**src/rtl/syscall_unit.sv**
```systemverilog
// syscall_unit: services MIPS syscalls print_int (1), exit (10) and print_char (11).
// print_int converts |a0| to BCD by double-dabble, then streams sign and digits
// out over a valid/ready byte port. Unsupported codes pulse bad_code for one cycle.
// Optional feature macro SYSCALL_NEWLINE_EN: print_int appends a 0x0A byte.
module syscall_unit (
    input  logic        clk,
    input  logic        rst_n,
    input  logic        syscall_req,
    input  logic [31:0] v0,
    input  logic [31:0] a0,
    output logic        stall,
    output logic        out_valid,
    output logic [7:0]  out_data,
    input  logic        out_ready,
    output logic        halt,
    output logic        bad_code
);

    typedef enum logic [2:0] {
        StIdle,
        StConvert,
        StSign,
        StEmit,
        StChar,
        StDone,
        StHalted
`ifdef SYSCALL_NEWLINE_EN
        , StNl
`endif
    } state_e;

    state_e      state_q, state_d;
    logic [31:0] arg_q, arg_d;
    logic [31:0] mag_q, mag_d;
    logic [39:0] bcd_q, bcd_d;
    logic [39:0] bcd_adj;
    logic [39:0] bcd_sh;
    logic [4:0]  cnt_q, cnt_d;
    logic [3:0]  ptr_q, ptr_d;
    logic        neg_q, neg_d;
    logic        bad_q, bad_d;
    logic        fire;

    // Index of the most significant nonzero BCD digit; 0 when the value is 0.
    function automatic logic [3:0] msd_ptr(input logic [39:0] b);
        logic [3:0] p;
        p = 4'd0;
        for (int i = 0; i < 10; i++) begin
            if (b[i*4 +: 4] != 4'd0) p = 4'(i);
        end
        return p;
    endfunction

    // Double-dabble correction: add 3 to every digit >= 5 before the shift.
    always_comb begin
        bcd_adj = '0;
        for (int i = 0; i < 10; i++) begin
            bcd_adj[i*4 +: 4] = (bcd_q[i*4 +: 4] >= 4'd5) ? bcd_q[i*4 +: 4] + 4'd3
                                                          : bcd_q[i*4 +: 4];
        end
    end

    assign bcd_sh = bcd_q >> {ptr_q, 2'b00};
    assign fire   = out_valid && out_ready;

    // Next-state logic and datapath updates.
    always_comb begin
        state_d = state_q;
        arg_d   = arg_q;
        mag_d   = mag_q;
        bcd_d   = bcd_q;
        cnt_d   = cnt_q;
        ptr_d   = ptr_q;
        neg_d   = neg_q;
        bad_d   = bad_q;
        unique case (state_q)
            StIdle: begin
                if (syscall_req) begin
                    arg_d = a0;
                    bad_d = 1'b0;
                    case (v0)
                        32'd11: state_d = StChar;
                        32'd1: begin
                            state_d = StConvert;
                            neg_d   = a0[31];
                            mag_d   = a0[31] ? (~a0 + 32'd1) : a0;
                            bcd_d   = '0;
                            cnt_d   = '0;
                        end
                        32'd10:  state_d = StHalted;
                        default: begin
                            state_d = StDone;
                            bad_d   = 1'b1;
                        end
                    endcase
                end
            end
            StConvert: begin
                bcd_d = {bcd_adj[38:0], mag_q[31]};
                mag_d = {mag_q[30:0], 1'b0};
                cnt_d = cnt_q + 5'd1;
                if (cnt_q == 5'd31) begin
                    ptr_d   = msd_ptr(bcd_d);
                    state_d = neg_q ? StSign : StEmit;
                end
            end
            StSign: begin
                if (fire) state_d = StEmit;
            end
            StEmit: begin
                if (fire) begin
                    if (ptr_q == 4'd0) begin
`ifdef SYSCALL_NEWLINE_EN
                        state_d = StNl;
`else
                        state_d = StDone;
`endif
                    end else begin
                        ptr_d = ptr_q - 4'd1;
                    end
                end
            end
            StChar: begin
                if (fire) state_d = StDone;
            end
`ifdef SYSCALL_NEWLINE_EN
            StNl: begin
                if (fire) state_d = StDone;
            end
`endif
            StDone: begin
                state_d = StIdle;
                bad_d   = 1'b0;
            end
            StHalted: state_d = StHalted;
            default:  state_d = StIdle;
        endcase
    end

    // Output decode: depends only on state and latched data, never on out_ready.
    always_comb begin
        out_valid = 1'b0;
        out_data  = 8'h00;
        unique case (state_q)
            StSign: begin
                out_valid = 1'b1;
                out_data  = 8'h2D;
            end
            StEmit: begin
                out_valid = 1'b1;
                out_data  = 8'h30 + {4'h0, bcd_sh[3:0]};
            end
            StChar: begin
                out_valid = 1'b1;
                out_data  = arg_q[7:0];
            end
`ifdef SYSCALL_NEWLINE_EN
            StNl: begin
                out_valid = 1'b1;
                out_data  = 8'h0A;
            end
`endif
            default: ;
        endcase
    end

    assign stall    = ((state_q == StIdle) && syscall_req) ||
                      ((state_q != StIdle) && (state_q != StDone));
    assign halt     = (state_q == StHalted);
    assign bad_code = (state_q == StDone) && bad_q;

    // State and datapath registers.
    always_ff @(posedge clk or negedge rst_n) begin
        if (!rst_n) begin
            state_q <= StIdle;
            arg_q   <= '0;
            mag_q   <= '0;
            bcd_q   <= '0;
            cnt_q   <= '0;
            ptr_q   <= '0;
            neg_q   <= 1'b0;
            bad_q   <= 1'b0;
        end else begin
            state_q <= state_d;
            arg_q   <= arg_d;
            mag_q   <= mag_d;
            bcd_q   <= bcd_d;
            cnt_q   <= cnt_d;
            ptr_q   <= ptr_d;
            neg_q   <= neg_d;
            bad_q   <= bad_d;
        end
    end

endmodule
```
**config.mk**
```make
export PLATFORM = sky130hd
export DESIGN_NAME = syscall_unit
export DESIGN_NICKNAME = d
export VERILOG_FILES = /design/src/rtl/syscall_unit.sv
export SDC_FILE = /design/constraint.sdc
export NUM_CORES = 1
export LEC_CHECK = 0
export CAP_MARGIN = 20
export CORE_MARGIN = 2
export CORE_UTILIZATION = 45
export DETAILED_ROUTE_END_ITERATION = 16
export GPL_TIMING_DRIVEN = 0
export HOLD_SLACK_MARGIN = 0.06
export MAX_ROUTING_LAYER = met4
export PLACE_DENSITY = 0.67
export SLEW_MARGIN = 20
export SYNTH_ARGS = -nofsm -noshare
export SYNTH_HDL_FRONTEND = slang
export SYNTH_SLANG_ARGS = --single-unit
```
**constraint.sdc**
```tcl
create_clock -name clk -period 3.5 [get_ports clk]
set_input_delay 0.35 -clock clk [delete_from_list [all_inputs] [get_ports clk]]
set_output_delay 0.35 -clock clk [all_outputs]
set_load 0.005 [all_outputs]
```
==> Word level (Yosys, flattened, before mapping) <==
Index checks and enable logic that the tools add are counted.
{ "word_totals": {"regBits": 94, "latch_bits": 0, "mem_bits_rw": 0, "romBits": 0, "output_inout_bits": 12, "wordCells": 128, "n_memories": 0} }
{ "classes": {"n_addsub": 14, "multipliers": 0, "div_mod_pow": 0, "n_lt_le_gt_ge": 10, "eq_ne": 19, "n_shift": 1, "mux": 47, "n_bitwise": 1, "n_reduce_logical": 28} }
{ "ops": {"columns": ["op", "n"], "rows": [
  ["32-bit two-way mux", 3],
  ["4-bit two-way mux", 20],
  ["40-bit two-way mux", 2],
  ["40-bit one-hot mux with 2 select lines", 1],
  ["32-bit by 4-bit equality test with 1-bit output, second input constant", 2],
  ["32-bit one-hot mux with 2 select lines", 1],
  ["4-bit by 3-bit greater-or-equal comparator with 1-bit output, second input constant", 10],
  ["40-bit by 6-bit >> shifter with 4-bit output", 1],
  ["4-bit by 2-bit adder with 4-bit output, second input constant", 9],
  ["4-bit nonzero test", 9],
  ["32-bit by 1-bit adder with 32-bit output, second input constant", 1],
  ["32-bit by 1-bit equality test with 1-bit output, second input constant", 1],
  ["32-bit inverter", 1],
  ["8-bit one-hot mux with 3 select lines", 1],
  ["3-bit two-way mux", 7],
  ["3-bit one-hot mux with 6 select lines", 1],
  ["2-bit inequality test, second input constant", 7],
  ["5-bit two-way mux", 2],
  ["5-bit one-hot mux with 2 select lines", 1],
  ["3-bit equality test, second input constant", 3],
  ["3-bit one-hot mux with 3 select lines", 1],
  ["4-bit one-hot mux with 2 select lines", 1],
  ["6-bit by 4-bit adder with 7-bit output, first input constant", 1],
  ["3-bit by 2-bit equality test with 1-bit output, second input constant", 2],
  ["other kinds (20)", 32]
]} }

==> Longest topological paths before layout <==
Gate-level depths: netlist (run 1).
{ "depth": {"ltp_word": 14, "ltp_mapped": 11, "mapped_depth_nobuf": 10} }

==> Worst setup path before layout (run 1) <==
No wires, ideal clock.
{ "synth_timing": {"path_type": "register to register", "start": "reg ptr_q[0]", "end": "reg state_q[1]", "t_arrival_ps": 2153, "setup_slack_ps": 1226, "stages_incl_launch_ff": 11, "path_cell_list": "dfrtp_1 > clkbuf_1 > buf_2 > inv_1 > ha_1 > nand2b_1 > o21ai_0 > a311o_1 > o21ai_0 > nor3_1 > o22a_1"} }
{ "synth_via": {"elab_chain_cells": 3} }
{ "synth_rtl": {"columns": ["item", "line", "source"], "rows": [
  ["start: declaration", "39", "logic [3:0] ptr_q, ptr_d;"],
  ["start signal: assignment", "189", "ptr_q <= ptr_d;"],
  ["4-bit zero test", "112", "if (ptr_q == 4'd0) begin"],
  ["2-bit inequality test (no line)", null, null],
  ["6-bit AND reduction (no line)", null, null],
  ["end signal: assignment", "175", "state_q <= StIdle;"],
  ["end signal: assignment", "184", "state_q <= state_d;"],
  ["end: declaration", "32", "state_e state_q, state_d;"]
]} }
No other way between the ends.
A chain may end at the register's enable or synchronous reset.

==> Worst setup path in the final report (run 1) <==
{ "layout_timing": {"start": "reg ptr_q[0]", "end": "out out_data[3]"} }
{ "layout_via": {"elab_chain_cells": 3} }
{ "layout_rtl": {"columns": ["item", "line", "source"], "rows": [
  ["40-bit by 6-bit >> shifter with 4-bit output", "63", "assign bcd_sh = bcd_q >> {ptr_q, 2'b00};"],
  ["6-bit by 4-bit adder with 7-bit output", "151", "out_data = 8'h30 + {4'h0, bcd_sh[3:0]};"],
  ["8-bit one-hot mux with 3 select lines", "144", "unique case (state_q)"],
  ["end: declaration", "13", "output logic [7:0] out_data,"]
]} }
No other way between the ends.

==> results.md, run 1 <==
* Number of flops mapped to enable cells by yosys at 0
* CTS HTree Levels at 3
* Avg Inst Size Synth at 8.77 sq um
* Critical Path, Cell by Cell: clkbuf_1 -> buf_2 -> mux4_2 -> inv_1 -> o22ai_1 -> nand2_1 -> o21ai_0 -> clkdlybuf4s50_1
* Clock latency at the later pin of the worst-skew pair at ~360 ps
* Global placer's final weighted congestion at between 0.9 and 1
* Final Hold Violating Endpoints at 0
* RSZ-0062 raised after global routing: no
* Routed Wire Length at 17300 um
* FF/Latch Area at between 2000 and 2500 sq um
* Cts bufs inserted at 9
* Leading cell types by total area after synthesis: dfrtp_1, o21ai_0, nand2_1, ha_1, a21oi_1
* Clock root cell: clkbuf_16
* Residual DRC count at 0
* Post-synthesis to final-layout area growth at 22.9%
* Number of antenna-violating nets in the routed design at 0
* PwrDens at 885 nW/um^2
* Initial antenna violation count at 0
* Total number of nets in the final design at 892
* Fraction of final layout cells sized beyond drive strength 1 at 0.0783
* Final worst path period share at 0.905
* Max FO, Critical Path at 10
* Rel. slew slack at 0.429
* DR vias at 5718
* Synth cell types at 59
* Initial DRC count at 401
* Die extent in y at roughly 120 um
* Cell count of the worst reg-to-reg path at 11
* Synthesis-stage register bit count at 94
* Sum of overflow across all layers after global routing at 0
* Post-layout min period at roughly 3200 ps
* Critical path capture point type: output port
* Number of global-route vias before repair at between 5000 and 6000
* Final sum of negative setup slack at 0 ps
* Number of buffers on the longest clock path at 2
* Net Count, Synth at 800
* Cell area after synthesis at between 6000 and 7000 sq um
* Final HPWL DP at around 13000 um
* CP required at 3150 ps
* Critical path buffers and inverters at 4
* Peak clock frequency supported by timing at roughly 0.32 GHz
* Most frequent standard cell in the layout excluding fill and tap cells: dfrtp_1
* Arrival @ worst endpoint at approximately 2800 ps
* Fraction of synthesis flops using an asynchronous set or reset pin at 1.00
* Multi-input gate area in the final layout at 3590 sq um
* Class of the tightest hold or removal check: in -> async
* Final Slew Violations at 0
* Number of instances in the synthesized netlist at roughly 700
* Placeable core area at ~13000 sq um
* Global-route wire length before repair at between 20000 and 30000 um
* Critical path startpoint category: flip-flop
* Number of primary I/O pins at 80
* Reg clk slew, reported paths at about 70 ps
* Number of port buffers at 79
* Total global routing track utilization at 0.251
* Total Die Area at roughly 15000 sq um
* Initial core utilization at 0.465
* Worst clock skew at approximately 5.7 ps
* Transition time at the pin with the least slew margin at between 800 and 900 ps
* Primary FF master, synth: dfrtp_1
* Share of the yosys chip area belonging to registers at 0.379
* Placement Rows at 42
* Reported max-cap violation count at 0
* Detailed Routing Iterations Pass 1 at 5
* Number of instances resized during post-cts repair at 0
* Setup CP Type: reg -> out
* Overall power after layout at between 6000 and 7000 uW
* DR WL/cell at 17.6 um
* CP top delay family: buffers and inverters
* CP max-delay cell: mux4_2
* TritonCTS clock tree: yes
* Status: complete, no violations
* Drt via density at between 5 and 6
* Delay contributed by the slowest stage of the critical path at approximately 550 ps
* VDD IR-drop max at roughly 0.00049 V
* DIE WIDTH at ~120 um
* Number of sinks on the clock net at 94
* Largest net degree at the start of global routing at 55
* Crit path depth at 8
* Diodes inserted at 0
* Fraction of post-synthesis cell area in the top cell type by area at 0.379
* Most area-hungry cell type in the Yosys netlist: dfrtp_1
* Yosys warns at 0
* Layout fillers at 1242
* Leakage power at approximately 0.0032 uW
* Most frequent cells in the layout: dfrtp_1, nand2_1, o21ai_0
* Endpoints failing setup at 0
==> cell families (layout without fill, tap and decap cells) <==
logic type               after synthesis  count (layout)  synth area share
buffers and inverters                 66             163            0.0423
flip-flops                            94              94             0.379
AO/OA/AOI/OAI                        216             216             0.209
multiplexers                          34              34            0.0736
AND/OR/NAND/NOR                      233             233             0.190
adder cells (fa/ha/maj)               24              24            0.0484
XOR/XNOR                              41              41            0.0579
==> per-stage QoR <==
step                      cells  area, sq um  setup slack (ps)  hold slack [ps]  utilization
after CTS                   981         7630               313              486        0.571
final                       981         7630               333              480        0.571
after global placement      963         7220             -1560              460        0.541
after global routing        981         7630               125              505        0.571
after floorplan             708         6210              1230             54.4            -
after detailed placement    964         7250               594              295        0.543
==> where the power goes <==
group          switching (uW)  internal [uW]  leakage, uW
logic                    2030           1470      0.00183
registers                 438           1570      0.00118
clock network             456            775     0.000176
total                    2930           3820      0.00318
==> timing repair <==
| action | CTS | global route |
|---|---|---|
| buffers inserted | 0 | 0 |
| hold endpoints to repair | 40 | 0 |
| hold buffers | 1 | 0 |
==> state kept, by name, summed over array words and instances, names as in the netlist <==
name and flops:
bcd_q 40, bad_q 1, neg_q 1, ptr_q 4, mag_q 32, state_q 3, arg_q 8, cnt_q 5
==> final cells by class <==
class                   count  area share
repair buffers             81       0.109
inverters                  33      0.0162
well taps                 176      0.0289
clock buffers               9      0.0295
flip-flops and latches     94       0.308
multi-input cells         548       0.471
clock inverters             7      0.0190
plain buffers              33      0.0182
==> Yosys cell counts, types with 15 or more instances <==
cell type,instances
nor2_1,39
nand2_1,88
nand2b_1,15
ha_1,24
inv_1,32
xor2_1,22
o21ai_0,83
o22ai_1,26
dfrtp_1,94
xnor2_1,19
clkbuf_1,20
nor3_1,16
a21oi_1,53
==> layer usage <==
metal	routed length, um	track usage
met1	7660	0.325
met2	8420	0.407
met3	1010	0.0536
met4	187	0.0553
met5	0	-
==> final timing paths <==
path	end	startpoint	slack, ps
max in group asynchronous	mag_q[11]$_DFFE_PN0P_	rst_n	2410
min in group clk	mag_q[6]$_DFFE_PN0P_	mag_q[6]$_DFFE_PN0P_	490
worst max register to register	state_q[2]$_DFFE_PN0P_	ptr_q[0]$_DFFE_PN0P_	820
worst min register to register	mag_q[6]$_DFFE_PN0P_	mag_q[6]$_DFFE_PN0P_	490
worst min-delay path	bcd_q[23]$_DFFE_PN0P_	rst_n	480
worst max-delay path	out_data[3]	ptr_q[0]$_DFFE_PN0P_	330
(Power assumes the default switching activity.)
==> inputs of run 2 (changes only) <==
--- a/config.mk
+++ b/config.mk
@@ -5,6 +5,7 @@
 export SDC_FILE = /design/constraint.sdc
 export NUM_CORES = 1
 export LEC_CHECK = 0
+export ABC_AREA = 1
 export CAP_MARGIN = 20
 export CORE_MARGIN = 2
 export CORE_UTILIZATION = 45
@@ -13,6 +14,7 @@
 export HOLD_SLACK_MARGIN = 0.06
 export MAX_ROUTING_LAYER = met4
 export PLACE_DENSITY = 0.67
+export SETUP_SLACK_MARGIN = 0.02
 export SLEW_MARGIN = 20
 export SYNTH_ARGS = -nofsm -noshare
 export SYNTH_HDL_FRONTEND = slang
==> run 2 against run 1 <==
Utilization decreased by 1.4 points; worst setup slack improved by 260 ps; global-route usage decreased by 0.29 points; area after synthesis increased by 4.5%; critical endpoint is now out_data[2]; routed wire length increased by 0.56%; register-to-register slack improved by 460 ps; combinational power increased by 7.7%; hold slack got worse by 95 ps.
==> results.md, run 2 <==
* Final sum of negative setup slack at 0 ps (unchanged)
* Met1 demand-to-capacity share in global routing at 0.336 (was 0.325)
* Number of antenna-violating nets in the routed design at 0 (unchanged)
* Overall power after layout at 6670 uW (was 6750 uW)
* Largest net degree at the start of global routing at 80 (was 55)
* Number of global-route vias before repair at 5863 (was 5697)
* Final cell utilization of the core at 0.557 (was 0.571)
* Total number of nets in the final design at 1109 (was 892)
* Status: complete, no violations (unchanged)
* Cell count after placement at 1185 (was 964)
* Placement Rows at 43 (was 42)
* Final worst path period share at 0.831 (was 0.905)
* Reported max-cap violation count at 0 (unchanged)
* Drt via density at 5.30 (was 5.83)
* Number of primary I/O pins at 80 (unchanged)
* GRT met3 Usage at 0.0311 (was 0.0536)
* Proportion of power drawn by flip-flops and latches at 0.297 (was 0.298)
* Net Count, Synth at 1017 (was 800)
* Number of port buffers at 79 (unchanged)
* Endpoints failing setup at 0 (unchanged)
* TritonCTS clock tree: yes (unchanged)
* Cell area after synthesis at 6480 sq um (was 6210 sq um)
* Global-route wire length before repair at 28900 um (was 28300 um)
* Regs by FF count: bcd_q (40), mag_q (32), arg_q (8) (unchanged)
* PwrDens at 856 nW/um^2 (was 885 nW/um^2)
* Layout fillers at 1393 (was 1242)
* Number of sinks on the clock net at 94 (unchanged)
* Diodes inserted at 0 (unchanged)
* Critical path capture point type: output port (unchanged)
* Share of the yosys chip area belonging to registers at 0.363 (was 0.379)
* Primary FF master, synth: dfrtp_1 (unchanged)
* Die extent in y at 124 um (was 121 um)
* Initial DRC count at 467 (was 401)
* Most area-hungry cell type in the Yosys netlist: dfrtp_1 (unchanged)
* Peak clock frequency supported by timing at 0.344 GHz (was 0.316 GHz)
* Flip-flop count of the largest register after layout at 40 (unchanged)
* FF/Latch Area at 2350 sq um (unchanged)
* Cell with the most instances after synthesis: nand2_1 (was dfrtp_1)
* Leakage power at 0.00364 uW (was 0.00318 uW)
* Global placer's final weighted congestion at 0.902 (about the same)
* Worst clock skew at 9.78 ps (was 5.68 ps)
* Proportion of power drawn by combinational gates at 0.566 (was 0.519)
* Class of the tightest hold or removal check: in -> async (unchanged)
* Fraction of power spent switching nets at 0.473 (was 0.434)
* Rel. slew slack at 0.612 (was 0.429)
* VDD IR-drop max at 0.000328 V (was 0.000490 V)
* Hold-fix buffers at CTS at 1 (unchanged)
* Multi-input gate area in the final layout at 3550 sq um (was 3590 sq um)
* Synthesis-stage register bit count at 94 (unchanged)
* Gr busiest metal: met2 (unchanged)
* Final HPWL DP at 13300 um (was 12700 um)
* Most frequent cells in the layout: nand2_1, inv_1, nor2_1, dfrtp_1, o21ai_0 (was dfrtp_1, nand2_1, o21ai_0)
* CTS HTree Levels at 3 (unchanged)
* DR WL/cell at 14.5 um (was 17.6 um)
* Max FO, Critical Path at 10 (unchanged)
* Clock root cell: clkbuf_16 (unchanged)
* Routed Wire Length at 17400 um (was 17300 um)
* Top register by number of flip-flops: bcd_q (unchanged)
* Fraction of synthesis flops using an asynchronous set or reset pin at 1.00 (unchanged)
* Met2 Resource Use GR at 0.381 (was 0.407)
* Initial antenna violation count at 0 (unchanged)
* Placeable core area at 14000 sq um (was 13300 sq um)
* Count of buffers added by post-CTS timing repair for setup at 0 (unchanged)
* Synth top cells by count: nand2_1, inv_1, dfrtp_1, nor2_1, o21ai_0 (was dfrtp_1, nand2_1, o21ai_0, a21oi_1, nor2_1)
* Fraction of final layout cells sized beyond drive strength 1 at 0.0569 (was 0.0783)
* Yosys warns at 0 (unchanged)
* Arrival @ worst endpoint at 2560 ps (was 2820 ps)
* Number of instances resized during post-cts repair at 0 (unchanged)
* Number of buffers on the longest clock path at 2 (unchanged)
* Clock latency at the later pin of the worst-skew pair at 360 ps (about the same)
* Total global routing track utilization at 0.248 (was 0.251)
* Initial core utilization at 0.464 (was 0.465)
* Number of flops mapped to enable cells by yosys at 0 (unchanged)
* Avg Inst Size Synth at 7.01 sq um (was 8.77 sq um)
* CP required at 3150 ps (about the same)
* Reg clk slew, reported paths at 70 ps (about the same)
* Clock network fraction of total power at 0.137 (was 0.182)
* Detailed Routing Iterations Pass 1 at 5 (unchanged)
* Critical path startpoint category: flip-flop (unchanged)
* Residual DRC count at 0 (unchanged)
* Internal power consumption at 3510 uW (was 3820 uW)
* Most frequent standard cell in the layout excluding fill and tap cells: nand2_1 (was dfrtp_1)
* Count of non-filler cells in the finished layout at 1200 (was 981)
* Sum of overflow across all layers after global routing at 0 (unchanged)
* Final Hold Violating Endpoints at 0 (unchanged)
* Setup CP Type: reg -> out (unchanged)
* DR vias at 6361 (was 5718)
* DIE WIDTH at 124 um (was 121 um)
* P_sw at 3160 uW (was 2930 uW)
* Number of instances in the synthesized netlist at 925 (was 708)
* Fraction of post-synthesis cell area in the top cell type by area at 0.363 (was 0.379)
* Synth cell types at 45 (was 59)
* Leading cell types by total area after synthesis: dfrtp_1, nand2_1, o21ai_0, inv_1, nor2_1 (was dfrtp_1, o21ai_0, nand2_1, ha_1, a21oi_1)
* Transition time at the pin with the least slew margin at 583 ps (was 856 ps)
* Post-layout min period at 2910 ps (was 3170 ps)
* RSZ-0062 raised after global routing: no (unchanged)
* Cts bufs inserted at 9 (unchanged)
* Total Die Area at 15400 sq um (was 14700 sq um)
* Final Slew Violations at 0 (unchanged)
* Post-synthesis to final-layout area growth at 20.2% (was 22.9%)
-- run 2: layout make-up --
| class | count | area share |
|---|---|---|
| Buffer | 35 | 0.0225 |
| Sequential cell | 94 | 0.302 |
| Clock inverter | 1 | 0.000963 |
| Inverter | 109 | 0.0525 |
| Timing Repair Buffer | 81 | 0.106 |
| Clock buffer | 13 | 0.0321 |
| Multi-Input combinational cell | 687 | 0.455 |
| Tap cell | 180 | 0.0289 |
-- run 2: worst paths after layout --
kind                                       start               endpoint  cells after the start  slack (ps)
max reg2reg                 ptr_q[1]$_DFFE_PN0P_   ptr_q[0]$_DFFE_PN0P_                     14        1280
min                                        rst_n  bcd_q[24]$_DFFE_PN0P_                      2         390
min in group clk           mag_q[22]$_DFFE_PN0P_  mag_q[23]$_DFFE_PN0P_                      2         480
max                         ptr_q[1]$_DFFE_PN0P_            out_data[2]                     10         590
max in group asynchronous                  rst_n      neg_q$_DFFE_PN0P_                      3        2500
min reg2reg                mag_q[22]$_DFFE_PN0P_  mag_q[23]$_DFFE_PN0P_                      2         480
-- run 2: through the flow --
stage               setup WS, ps  instance area (sq um)  hold slack [ps]
finish                       590                   7800              385
global route                 450                   7800              413
CTS                          586                   7800              384
detailed placement           972                   7530              193
global placement           -1550                   7500              460
floorplan                   1690                   6480             54.4
-- run 2: worst max-delay path: stages (launching register included) --
cell and delay [ps]:
dfrtp_1 350, buf_2 180, inv_1 80, clkbuf_1 370
a21oi_1 70, o21ai_0 100, nand3_1 140, nand3_1 100
a21oi_1 100, a211o_1 250, clkdlybuf4s50_1 460
-- run 2: cells by family after synthesis --
logic type	Yosys count	share of synthesized area
simple gates	416	0.276
compound gates	222	0.191
buf+inv	144	0.0901
xor+xnor	25	0.0338
flops	94	0.363
fa+ha+maj	24	0.0463
-- run 2: power by group through the flow --
stage          logic, uW  clock network (uW)  registers (uW)
2_1_floorplan       2750                   0            1890
3_3_place_gp        3720                   0            1980
3_5_place_dp        3780                   0            1980
4_1_cts             3780                 923            1970
5_1_grt             4310                 976            2050
6_report            3780                 914            1980
-- run 2: metal layers --
metal / part of all wire / vias to the layer above
li1: - / 3285
met1: 0.48 / 2885
met2: 0.46 / 161
met3: 0.042 / 30
met4: 0.022 / 0
met5: 0 / -
